==> config.mk <==
export PLATFORM = sky130hd
export DESIGN_NAME = sort_collect_flat
export DESIGN_NICKNAME = d
export VERILOG_FILES = /design/src/rtl/sort_pkg.sv /design/src/rtl/sort_collect_if.sv /design/src/rtl/sort_collect_buf.sv /design/src/rtl/sort_collect.sv /design/src/flat_wrapper.sv
export SDC_FILE = /design/constraint.sdc
export NUM_CORES = 1
export LEC_CHECK = 0
export CAP_MARGIN = 20
export CORE_MARGIN = 2
export CORE_UTILIZATION = 63
export CTS_CLUSTER_DIAMETER = 150
export CTS_CLUSTER_SIZE = 12
export DETAILED_ROUTE_END_ITERATION = 10
export HOLD_SLACK_MARGIN = 0.06
export MAX_ROUTING_LAYER = met4
export PLACE_DENSITY_LB_ADDON = 0.05
export SLEW_MARGIN = 0
export SYNTH_ARGS = -nofsm -noshare
export SYNTH_HDL_FRONTEND = slang
export SYNTH_SLANG_ARGS = --single-unit
==> constraint.sdc <==
create_clock -name ap_clk -period 11.2 [get_ports ap_clk]
set_input_delay 2.24 -clock ap_clk [delete_from_list [all_inputs] [get_ports ap_clk]]
set_output_delay 2.24 -clock ap_clk [all_outputs]
set_load 0.005 [all_outputs]
==> src/rtl/sort_pkg.sv <==
// rtl/sort_pkg.sv - shared constants and state encoding for the sort chain
//
// Purpose: one place for the data width, the chain length and the FSM state
// type so the feeder, the insertion cells and the collector agree.
// Ports: none (package).
package sort_pkg;

  localparam int DATA_W  = 32;
  // Number of insertion cells in the chain; one word per cell per transaction.
  localparam int N_CELLS = 8;

  typedef enum logic [1:0] {
    IDLE  = 2'd0,
    FILL  = 2'd1,
    DRAIN = 2'd2,
    DONE  = 2'd3
  } state_e;

endpackage

==> src/rtl/sort_collect_if.sv <==
// rtl/sort_collect_if.sv - block control and FIFO handshake bundle of sort_collect
//
// Purpose: groups ap_* block control, the input FIFO read side, the output
// FIFO write side and the order-check flag.
// Modports: slave = the collector, master = whoever drives it.
interface sort_collect_if;
  import sort_pkg::*;

  logic              ap_start;
  logic              ap_done;
  logic              ap_continue;
  logic              ap_idle;
  logic              ap_ready;
  logic [DATA_W-1:0] in_V_dout;
  logic              in_V_empty_n;
  logic              in_V_read;
  logic [DATA_W-1:0] out_V_din;
  logic              out_V_full_n;
  logic              out_V_write;
  logic              sort_err;

  modport slave (
    input  ap_start, ap_continue, in_V_dout, in_V_empty_n, out_V_full_n,
    output ap_done, ap_idle, ap_ready, in_V_read, out_V_din, out_V_write, sort_err
  );

  modport master (
    output ap_start, ap_continue, in_V_dout, in_V_empty_n, out_V_full_n,
    input  ap_done, ap_idle, ap_ready, in_V_read, out_V_din, out_V_write, sort_err
  );

endinterface

==> src/rtl/sort_collect_buf.sv <==
// rtl/sort_collect_buf.sv - word buffer for sort_collect
//
// Purpose: N_WORDS x DATA_W register array, contents never reset.
// Ports: clk_i, we_i/waddr_i/wdata_i (synchronous write),
//        raddr_i/rdata_o (combinational read).
module sort_collect_buf
  import sort_pkg::*;
#(
  parameter int N_WORDS = N_CELLS,
  parameter int AW      = 3
) (
  input  logic              clk_i,
  input  logic              we_i,
  input  logic [AW-1:0]     waddr_i,
  input  logic [DATA_W-1:0] wdata_i,
  input  logic [AW-1:0]     raddr_i,
  output logic [DATA_W-1:0] rdata_o
);

  logic [DATA_W-1:0] mem_q [N_WORDS];

  always_ff @(posedge clk_i) begin
    if (we_i) begin
      mem_q[waddr_i] <= wdata_i;
    end
  end

  assign rdata_o = mem_q[raddr_i];

endmodule

==> src/rtl/sort_collect.sv <==
// rtl/sort_collect.sv - drain stage: buffers N_WORDS words and emits them reversed
//
// Purpose: collects one transaction from the last sort cell (non-increasing
// order) and writes it back out in reverse, giving an ascending stream.
// Ports: ap_clk, ap_rst_n (sync, active low), bus (sort_collect_if.slave).
// Optional: define SORT_COLLECT_CHECK_EN to build the input order checker
// driving sort_err; otherwise sort_err is tied low.
module sort_collect
  import sort_pkg::*;
#(
  parameter int N_WORDS = N_CELLS,
  parameter int IDX_W   = 8
) (
  input  logic         ap_clk,
  input  logic         ap_rst_n,
  sort_collect_if.slave bus
);

  localparam int AW = (N_WORDS > 1) ? $clog2(N_WORDS) : 1;
  localparam logic [IDX_W-1:0] LAST_IDX = IDX_W'(N_WORDS - 1);

  state_e           state_q;
  logic [IDX_W-1:0] wr_idx_q;
  logic [IDX_W-1:0] rd_idx_q;
  logic             pop;
  logic             push;
  logic             last_pop;

  // Handshakes are masked during reset so nothing is popped or pushed
  // on the edge that abandons a transaction.
  assign pop      = ap_rst_n && (state_q == FILL)  && bus.in_V_empty_n;
  assign push     = ap_rst_n && (state_q == DRAIN) && bus.out_V_full_n;
  assign last_pop = pop && (wr_idx_q == LAST_IDX);

  assign bus.in_V_read   = pop;
  assign bus.out_V_write = push;
  assign bus.ap_ready    = last_pop;
  assign bus.ap_done     = ap_rst_n && (state_q == DONE);
  assign bus.ap_idle     = (state_q == IDLE) && !bus.ap_start;

  always_ff @(posedge ap_clk) begin
    if (!ap_rst_n) begin
      state_q  <= IDLE;
      wr_idx_q <= '0;
      rd_idx_q <= '0;
    end else begin
      unique case (state_q)
        IDLE: begin
          if (bus.ap_start) begin
            state_q  <= FILL;
            wr_idx_q <= '0;
          end
        end
        FILL: begin
          if (pop) begin
            wr_idx_q <= wr_idx_q + IDX_W'(1);
            if (last_pop) begin
              rd_idx_q <= LAST_IDX;
              state_q  <= DRAIN;
            end
          end
        end
        DRAIN: begin
          if (push) begin
            rd_idx_q <= rd_idx_q - IDX_W'(1);
            if (rd_idx_q == '0) begin
              state_q <= DONE;
            end
          end
        end
        DONE: begin
          if (bus.ap_continue) begin
            state_q <= IDLE;
          end
        end
        default: state_q <= IDLE;
      endcase
    end
  end

  sort_collect_buf #(
    .N_WORDS (N_WORDS),
    .AW      (AW)
  ) u_buf (
    .clk_i   (ap_clk),
    .we_i    (pop),
    .waddr_i (wr_idx_q[AW-1:0]),
    .wdata_i (bus.in_V_dout),
    .raddr_i (rd_idx_q[AW-1:0]),
    .rdata_o (bus.out_V_din)
  );

`ifdef SORT_COLLECT_CHECK_EN
  logic [DATA_W-1:0] prev_q;
  logic              sort_err_q;

  // The first word of a transaction has no predecessor, so it only loads prev_q.
  always_ff @(posedge ap_clk) begin
    if (!ap_rst_n) begin
      sort_err_q <= 1'b0;
    end else if ((state_q == IDLE) && bus.ap_start) begin
      sort_err_q <= 1'b0;
    end else if (pop) begin
      prev_q <= bus.in_V_dout;
      if ((wr_idx_q != '0) && ($signed(bus.in_V_dout) > $signed(prev_q))) begin
        sort_err_q <= 1'b1;
      end
    end
  end

  assign bus.sort_err = sort_err_q;
`else
  assign bus.sort_err = 1'b0;
`endif

endmodule

==> src/flat_wrapper.sv <==
// flat-port wrapper written by rule: the top's interface ports become plain ports
module sort_collect_flat import sort_pkg::*;
#(
  parameter int N_WORDS = N_CELLS,
  parameter int IDX_W   = 8
)
  (ap_clk, ap_rst_n, bus_ap_start, bus_ap_continue, bus_in_V_dout, bus_in_V_empty_n, bus_out_V_full_n, bus_ap_done, bus_ap_idle, bus_ap_ready, bus_in_V_read, bus_out_V_din, bus_out_V_write, bus_sort_err);
  sort_collect_if bus_i ();
  input  logic ap_clk;
  input  logic ap_rst_n;
  input wire logic [$bits(bus_i.ap_start)-1:0] bus_ap_start;
  input wire logic [$bits(bus_i.ap_continue)-1:0] bus_ap_continue;
  input wire logic [$bits(bus_i.in_V_dout)-1:0] bus_in_V_dout;
  input wire logic [$bits(bus_i.in_V_empty_n)-1:0] bus_in_V_empty_n;
  input wire logic [$bits(bus_i.out_V_full_n)-1:0] bus_out_V_full_n;
  output wire logic [$bits(bus_i.ap_done)-1:0] bus_ap_done;
  output wire logic [$bits(bus_i.ap_idle)-1:0] bus_ap_idle;
  output wire logic [$bits(bus_i.ap_ready)-1:0] bus_ap_ready;
  output wire logic [$bits(bus_i.in_V_read)-1:0] bus_in_V_read;
  output wire logic [$bits(bus_i.out_V_din)-1:0] bus_out_V_din;
  output wire logic [$bits(bus_i.out_V_write)-1:0] bus_out_V_write;
  output wire logic [$bits(bus_i.sort_err)-1:0] bus_sort_err;
  assign bus_i.ap_start = bus_ap_start;
  assign bus_i.ap_continue = bus_ap_continue;
  assign bus_i.in_V_dout = bus_in_V_dout;
  assign bus_i.in_V_empty_n = bus_in_V_empty_n;
  assign bus_i.out_V_full_n = bus_out_V_full_n;
  assign bus_ap_done = bus_i.ap_done;
  assign bus_ap_idle = bus_i.ap_idle;
  assign bus_ap_ready = bus_i.ap_ready;
  assign bus_in_V_read = bus_i.in_V_read;
  assign bus_out_V_din = bus_i.out_V_din;
  assign bus_out_V_write = bus_i.out_V_write;
  assign bus_sort_err = bus_i.sort_err;
  sort_collect #(.N_WORDS(N_WORDS), .IDX_W(IDX_W)) u_core (.ap_clk(ap_clk), .ap_rst_n(ap_rst_n), .bus(bus_i));
endmodule
**Yosys cells after proc, flatten, opt, wreduce, memory -nomap -nowiden**

Memory sizes are Yosys's and may differ from the RTL's. A register that Yosys moved wholly into a read port is not among the register bits.
Cells that the tools add are included.

- Bits of input ports: 38
- Bits in writable memories: 256
- Register bits: 18
- Memories kept: 1

Memory list:

| name | depth | bits a word | read ports | clocked after memory_dff | wr ports | RTL line | text |
|---|---|---|---|---|---|---|---|
| u_core.u_buf.mem_q | 8 | 32 | 1 | 1 | 1 | sort_collect_buf.sv:20 | `logic [DATA_W-1:0] mem_q [N_WORDS];` |

- Reduce and logical (&&, ||, !) cells: 15
- Multiplexer cells: 18
- $add $sub $neg: 2
- Equal/unequal tests: 10

Operator list:

| operator | number |
|---|---|
| $mux W8 | 5 |
| $pmux W8 S2 | 2 |
| $mux W2 | 6 |
| $ne A2 B2 Y1 const B | 5 |
| $add A8 B1 Y8 const B | 1 |
| $eq A8 B3 Y1 const B | 1 |
| $logic_not A8 Y1 | 1 |
| $pmux W2 S4 | 1 |
| $sub A8 B1 Y8 const B | 1 |
| $logic_and A1 B1 Y1 | 7 |
| $mux W3 | 2 |
| $reduce_and A6 Y1 | 1 |
| $eq A2 B2 Y1 const B | 2 |
| $reduce_and A4 Y1 | 1 |
| $reduce_bool A2 Y1 | 2 |
| $reduce_and A3 Y1 | 1 |
| $eq A2 B1 Y1 const B | 1 |
| $logic_not A2 Y1 | 1 |
| $mux W1 | 2 |
| $ne A2 B1 Y1 const B | 1 |
| $logic_not A1 Y1 | 1 |

**Logic depth before layout (Yosys ltp)**

Gate-level depths: netlist of run 1.

- Depth in word-level cells: 9
- Depth in mapped cells: 7
- Mapped depth without buffers: 6

**Hierarchy**

From an unflattened synthesis of run 1, not the netlist that was laid out.

- Cell total of the unflattened synthesis: 514
- Area total of the unflattened synthesis: 10945.5 um^2

Modules (own cells, without submodules):

| module | sequential area each (um^2) | instances | area each (um^2) | cells an instance |
|---|---|---|---|---|
| sort_collect_buf | 7687.4 | 1 | 9825.7 | 383 |
| sort_collect | 360.3 | 1 | 1119.8 | 131 |

**Least setup slack after synthesis of run 1**

No wires, ideal clock.

- Path kind: in2reg
- From: input bus_in_V_empty_n
- To: memory u_core.u_buf.mem_q[0][0] (enable)
- Buffers on the path: 0
- Setup time: 0.461 ns
- Cell stages on the path: 4
- Setup slack: 5.927 ns
- Data arrival time: 4.812 ns
- Cells stage by stage: nand3_1 inv_1 nand2b_1 nor3_1

- Longest elaborated chain between the ends: 3

RTL lines:

| what | RTL line | text |
|---|---|---|
| from (decl) | flat_wrapper.sv:14 | `input wire logic [$bits(bus_i.in_V_empty_n)-1:0] bus_in_V_empty_n;` |
| $logic_and A1 B1 Y1 | sort_collect.sv:31 | `assign pop = ap_rst_n && (state_q == FILL) && bus.in_V_empty_n;` |
| via bus_in_V_read | flat_wrapper.sv:19 | `output wire logic [$bits(bus_i.in_V_read)-1:0] bus_in_V_read;` |
| $mux W1 | sort_collect_buf.sv:23 | `if (we_i) begin` |
| $mux W1 (not written as such) | sort_collect_buf.sv:24 | `mem_q[waddr_i] <= wdata_i;` |
| to (decl) | sort_collect_buf.sv:20 |  |

The timed path passes the listed nets, and every way through them passes these cells.

**Worst setup path after layout of run 1**

- From: input ap_rst_n
- To: output bus_ap_ready

- Longest elaborated chain between the ends: 3

RTL lines:

| what | RTL line | text |
|---|---|---|
| from (decl) | flat_wrapper.sv:10 | `input logic ap_rst_n;` |
| $logic_and A1 B1 Y1 (2 in series) | sort_collect.sv:31 |  |
| $logic_and A1 B1 Y1 | sort_collect.sv:33 | `assign last_pop = pop && (wr_idx_q == LAST_IDX);` |
| to (decl) | flat_wrapper.sv:18 | `output wire logic [$bits(bus_i.ap_ready)-1:0] bus_ap_ready;` |

No other way between the ends.

==> results of run 1 <==
cell usage in the layout (no fill, tap or decap), types with 2 or more instances in the layout:
cell	n
a311oi_1	2
nor2_4	6
ha_1	7
o31ai_1	5
nor3_1	4
xor2_1	2
nand3_1	4
dfxtp_2	2
nand2_1	14
mux4_2	64
or4_1	6
clkbuf_1	10
a21boi_0	2
nor3_2	2
a21oi_1	3
edfxtp_1	256
a21boi_1	3
xnor2_1	3
clkbuf_16	27
o21a_1	3
mux2_2	32
mux2i_1	3
or3_1	2
buf_4	10
dfxtp_1	18
nand2b_1	6
inv_1	9
clkdlybuf4s50_1	74
a31oi_1	3
nor3b_1	3
nor2_1	7
path summary, 6_finish.rpt:
| kind | end | slack [ns] | cells past startpoint |
|---|---|---|---|
| setup / recovery | bus_ap_ready | 5.02 | 4 |
| hold / removal | u_core.rd_idx_q[6] | 0.49 | 2 |
| setup reg to reg | u_core.u_buf.mem_q[5][13] | 8.60 | 7 |
| hold reg to reg | u_core.rd_idx_q[6] | 0.49 | 2 |
per-stage QoR:
step                power, mW  setup slack [ns]  hold WS, ns  utilization (%)  cell area, um^2
detailed placement      1.810             5.036       0.4803            71.11            11830
finish                  2.558             5.022       0.4873            75.46            12560
floorplan               1.583             5.927       0.4510                -            10780
global route            2.665             4.905       0.5162            75.46            12560
CTS                     2.582             5.019       0.4902            75.46            12560
global placement        1.799             5.085       0.4615            71.11            11830
registers in the layout, indices dropped and copies added (netlist names), named ones only:
name                flops
u_core.u_buf.mem_q    256
u_core.rd_idx_q         8
u_core.wr_idx_q         8
u_core.state_q          2
per-layer routing:
| layer | global-route usage, % | up-vias | part of all wire [%] |
|---|---|---|---|
| met5 | - | - | 0 |
| met4 | 6.082 | 0 | 2.1 |
| met3 | 2.928 | 33 | 4.8 |
| met2 | 36.38 | 148 | 51 |
| met1 | 30.73 | 2674 | 42 |
| li1 | - | 2297 | - |
worst min-delay path, stage by stage, from the launching register on:
cell and delay [ns]:
dfxtp_1 0.33, nand2_1 0.06, mux2i_1 0.05
layout make-up:
cell class / count / share of cell area [%]
Tap cell: 220 / 2.192
Multi-Input combinational cell: 206 / 20.66
Inverter: 9 / 0.2690
Timing Repair Buffer: 84 / 6.496
Sequential cell: 277 / 64.61
Clock buffer: 37 / 5.679
Clock inverter: 1 / 0.08967
logic make-up (layout without fill, tap and decap cells):
group                    after synthesis  in the layout  synth area share, %
AND/OR/NAND/NOR                       65             65                3.354
flip-flops                           277            277                75.19
adder cells (fa/ha/maj)                7              7               0.8122
AO/OA/AOI/OAI                         29             29                1.961
other                                  1              1              0.03478
XOR/XNOR                               5              5               0.4062
buffers and inverters                 32            131                1.253
multiplexers                          99             99                16.99
power groups by stage:
stage               clock network, mW  registers, mW  logic (mW)
global route                    0.826           1.22       0.620
global placement                    0           1.23       0.566
detailed placement                  0           1.24       0.575
finish                          0.775           1.21       0.571
CTS                             0.789           1.21       0.580
floorplan                           0           1.20       0.384
==> impl_metrics.yaml, run 1 <==
cells_and_area:
  instances_no_fill: 834
  finalNetCount: 650
  syn_to_final_growth_pct: 16.47
  diodes: 0
  multi_input_area_um2: 2595
  drive_gt1_share_pct: 23.94
  nFillCells: 915
  seqCellArea_um2: 8114
power_and_ir_drop:
  peakVddDrop_mv: 0.1622
  swShare_pct: 24.00
  p_switching_mw: 0.6139
  combPwrFrac_pct: 22.3
  leakage_nw: 3.887
  clkPwrFrac_pct: 30.3
  seq_power_share_pct: 47.4
  p_int_mw: 1.944
  pwr_density_cell_nw_per_um2: 203.7
die:
  start_util_pct: 64.79
  die_height_um: 134.8
  coreArea_um2: 16640
  std_cell_rows: 47
  die_x_um: 134.8
  dieArea_um2: 18180
  ios: 76
worst_setup_path:
  end_kind: "primary output"
  critPathRequiredTime_ns: 8.96
  crit_family: "buffers and inverters"
  r2r-start: "u_core.state_q[1]"
  cp_max_fo: 12
  crit_chain: "clkdlybuf4s50_1 > nand3_1 > nor3_1 > clkdlybuf4s50_1"
  max_stage_delay_ns: 0.70
  cp_slowest_cell: "clkdlybuf4s50_1"
  cp-startpoint: "ap_rst_n"
  cp_num_buf_inv: 2
  path_class: "input port to primary output"
  cp_common_cell: "clkdlybuf4s50_1"
  cp-start-kind: "input port"
  cp.arrival_ns: 3.94
cts:
  clkSinkCount: 277
  cts-root-buf: "clkbuf_16"
  cts_resized: 0
  cts_htree_levels: 1
  clk_latency_ns: 0.52
  cts_hold_buffers: 0
  clk_pin_slew_ns: 0.06
  cts_made_buffers: 27
  cts_tree: "yes"
  cts_setup_buffers: 0
  clock_path_buffers: 3
yosys:
  synth_commonest_cells: "edfxtp_1, mux4_2, mux2_2"
  synth_ff_type: "edfxtp_1"
  async_reset_ff_share_pct: 0
  yosysTopAreaCell: "edfxtp_1"
  ys_types: 48
  syn-cell-area_um2: 10780
  synth-edff-count: 256
  syn_inst: 515
  syn-num-nets: 560
  synth_top_area_share_pct: 71.29
  synth-seq-area-share_pct: 75.19
  syn_area_per_cell_um2: 20.94
  ys_ff_latch: 277
  synth.most_common_cell: "edfxtp_1"
  yosys-top-cells-area: "edfxtp_1, mux4_2, dfxtp_1"
  ys_warn_count: 0
placement:
  dp_hpwl_mm: 10.25
  routabilityCongestion: 0.8280
  placed_cells: 796
  portBuffers: 74
route:
  drt-total-wl_mm: 19.01
  dr.pass1.iters: 4
  wire_per_inst_um: 22.80
  num_vias: 5152
  drc: 0
  via_per_inst: 6.177
  drt-initial-drc-count: 429
  antenna_left: 0
timing:
  final-hold-violation-count: 0
  finalSetupViolCount: 0
  fmax_mhz: 161.9
  fin_skew_ns: 0.02055
  slew_headroom_pct: 29.66
  final.setup.tns_ns: 0
  rsz0062_at_grt: "false"
  period_share_pct: 55.16
  worst_slew_pin_slew_ns: 1.055
  drv_slew: 0
  finalCriticalPeriod_ns: 6.178
status:
  status: "finished clean"
job:
  maxCapViolCount: 0
worst_hold_path:
  min_from: "u_core.rd_idx_q[6]"
  hold_class: "flip-flop to flip-flop"
grt:
  grt_pass1_wl_mm: 29.53
  grt_antenna_before_repair: 0
  grt_max_degree: 65
  overflow: 0
  grt_pass1_vias: 5410
  grt_usage_pct: 22.38
No activity file was read; power rests on OpenSTA's default activity.
==> inputs of run 2 (changes only) <==
--- a/config.mk
+++ b/config.mk
@@ -7,7 +7,7 @@
 export LEC_CHECK = 0
 export CAP_MARGIN = 20
 export CORE_MARGIN = 2
-export CORE_UTILIZATION = 63
+export CORE_UTILIZATION = 58
 export CTS_CLUSTER_DIAMETER = 150
 export CTS_CLUSTER_SIZE = 12
 export DETAILED_ROUTE_END_ITERATION = 10
==> constraint.sdc (replaced) <==
create_clock -name ap_clk -period 6.1 [get_ports ap_clk]
set_input_delay 1.22 -clock ap_clk [delete_from_list [all_inputs] [get_ports ap_clk]]
set_output_delay 1.22 -clock ap_clk [all_outputs]
set_load 0.005 [all_outputs]
==> run 2 against run 1 <==
- count of clock-buffer cells in the layout unchanged
- worst setup slack worse by 3.3 ns
- clock power grew 83%
- critical path depth is the same
- first-iteration DRC count shrank 25%
- global-route usage fell by 1.0 points
- register-to-register slack got worse by 5.2 ns
- cell area up 0.53%
- power is 85% higher
- combinational power is 86% higher
- final cell count increased by 1.4%
- critical path type is now flip-flop to primary output
- largest power group unchanged
- highest routed layer unchanged
==> impl_metrics.yaml, run 2 (synthesized netlist as in run 1, its figures left out) <==
status:
  status: "finished clean"
cts:
  clock_path_buffers: 3
  clk_pin_slew_ns: 0.06
  cts_hold_buffers: 0
  cts_resized: 0
  cts_tree: "yes"
  cts_htree_levels: 1
  clkSinkCount: 277
  cts-root-buf: "clkbuf_16"
  cts_made_buffers: 27
  cts_setup_buffers: 0
  clk_latency_ns: 0.51
route:
  drt-initial-drc-count: 320
  drt-total-wl_mm: 19.81
  drc: 0
  antenna_left: 0
  wire_per_inst_um: 23.41
  dr.pass1.iters: 4
  num_vias: 5122
  via_per_inst: 6.054
power_and_ir_drop:
  combPwrFrac_pct: 22.4
  swShare_pct: 24.15
  clkPwrFrac_pct: 30.1
  peakVddDrop_mv: 0.2321
  pwr_density_cell_nw_per_um2: 374.0
  seq_power_share_pct: 47.5
  leakage_nw: 3.912
  p_int_mw: 3.582
  p_switching_mw: 1.140
placement:
  routabilityCongestion: 0.7529
  dp_hpwl_mm: 11.40
  portBuffers: 74
  place_ws_ns: 2.003
worst_setup_path:
  cp-start-kind: "flip-flop"
  max_stage_delay_ns: 0.87
  end_kind: "primary output"
  path_class: "flip-flop to primary output"
  cp_num_buf_inv: 2
  crit_family: "buffers and inverters"
  crit_chain: "buf_4 > mux4_2 > mux2_2 > clkdlybuf4s50_1"
  cp.arrival_ns: 3.14
  critPathRequiredTime_ns: 4.88
  cp_slowest_cell: "dfxtp_2"
  cp_max_fo: 36
grt:
  grt_antenna_before_repair: 0
  overflow: 0
  grt_usage_pct: 21.36
  grt_pass1_wl_mm: 31.17
  grt_pass1_vias: 5553
  grt_max_degree: 50
timing:
  finalWorstSetupSlack_ns: 1.742
  rsz0062_at_grt: "false"
  final.setup.tns_ns: 0
  slew_headroom_pct: 32.72
  drv_slew: 0
  period_share_pct: 71.45
  fin_skew_ns: 0.01151
  finalSetupViolCount: 0
  finalCriticalPeriod_ns: 4.358
  fmax_mhz: 229.4
  final-hold-violation-count: 0
  worst_slew_pin_slew_ns: 1.009
die:
  die_x_um: 140.4
  ios: 76
  die_height_um: 140.4
  dieArea_um2: 19700
  std_cell_rows: 49
  start_util_pct: 59.62
  coreArea_um2: 18090
cells_and_area:
  syn_to_final_growth_pct: 17.08
  nFillCells: 1150
  layout_commonest_cell: "edfxtp_1"
  final_cell_mix: "edfxtp_1, clkdlybuf4s50_1, mux4_2"
  finalNetCount: 653
  top_regs: "u_core.u_buf.mem_q x256, u_core.rd_idx_q x8, u_core.wr_idx_q x8"
  drive_gt1_share_pct: 24.31
  diodes: 0
  final_util_pct: 69.80
  largest_register_ffs: 256
  top_register: "u_core.u_buf.mem_q"
worst_hold_path:
  hold_class: "flip-flop to flip-flop"
job:
  maxCapViolCount: 0
[run 2: changes by cell type in the layout (fill, tap and decap cells not counted), sizes merged]
cell | before | now
buf | 10 | 13
[run 2: worst paths after layout]
check                     start  depth (start not counted)  slack, ns                   endpoint
max                   flip-flop                          4       1.74           bus_out_V_din[1]
min          u_core.rd_idx_q[6]                          2       0.48         u_core.rd_idx_q[6]
max reg2reg   u_core.state_q[1]                          7       3.41  u_core.u_buf.mem_q[5][23]
min reg2reg  u_core.rd_idx_q[6]                          2       0.48         u_core.rd_idx_q[6]
[run 2: power groups by stage]
stage	logic [mW]	clock network, mW	registers, mW
after floorplan	0.705	0	2.20
after global placement	0.983	0	2.33
after detailed placement	1.00	0	2.33
after CTS	1.01	1.45	2.29
after global routing	1.14	1.53	2.26
final	1.06	1.42	2.24
[run 2: cell type report]
class	instances	area (um^2)	share of cell area [%]
sequential	277	8114	64.27
inverter	9	33.78	0.2676
timing repair buffer	87	870.8	6.898
tap	229	286.5	2.270
clock buffer	37	713.2	5.649
clock inverter	1	11.26	0.08920
multi-input combinational	206	2595	20.56
[run 2: through the flow]
stage | instances | area, um^2 | hold slack (ns) | power (mW)
2_1_floorplan | 515 | 10780 | 0.4510 | 2.907
3_3_place_gp | 806 | 11850 | 0.4609 | 3.311
3_5_place_dp | 806 | 11850 | 0.4797 | 3.333
4_1_cts | 844 | 12580 | 0.4878 | 4.758
5_1_grt | 846 | 12620 | 0.5112 | 4.925
6_report | 846 | 12620 | 0.4835 | 4.722
[run 2: worst register-to-register path, delay by kind of cell (launching register included)]
| family | cells | cell delay [ns] |
|---|---|---|
| buffers and inverters | 3 | 0.69 |
| flip-flops | 1 | 0.34 |
| adder cells (fa/ha/maj) | 1 | 0.32 |
| AND/OR/NAND/NOR | 3 | 1.01 |
[run 2: per-layer routing]
metal	track usage (%)	share of wire, %
met1	29.21	44
met2	35.37	51
met3	2.940	3.6
met4	4.306	1.3
met5	-	0
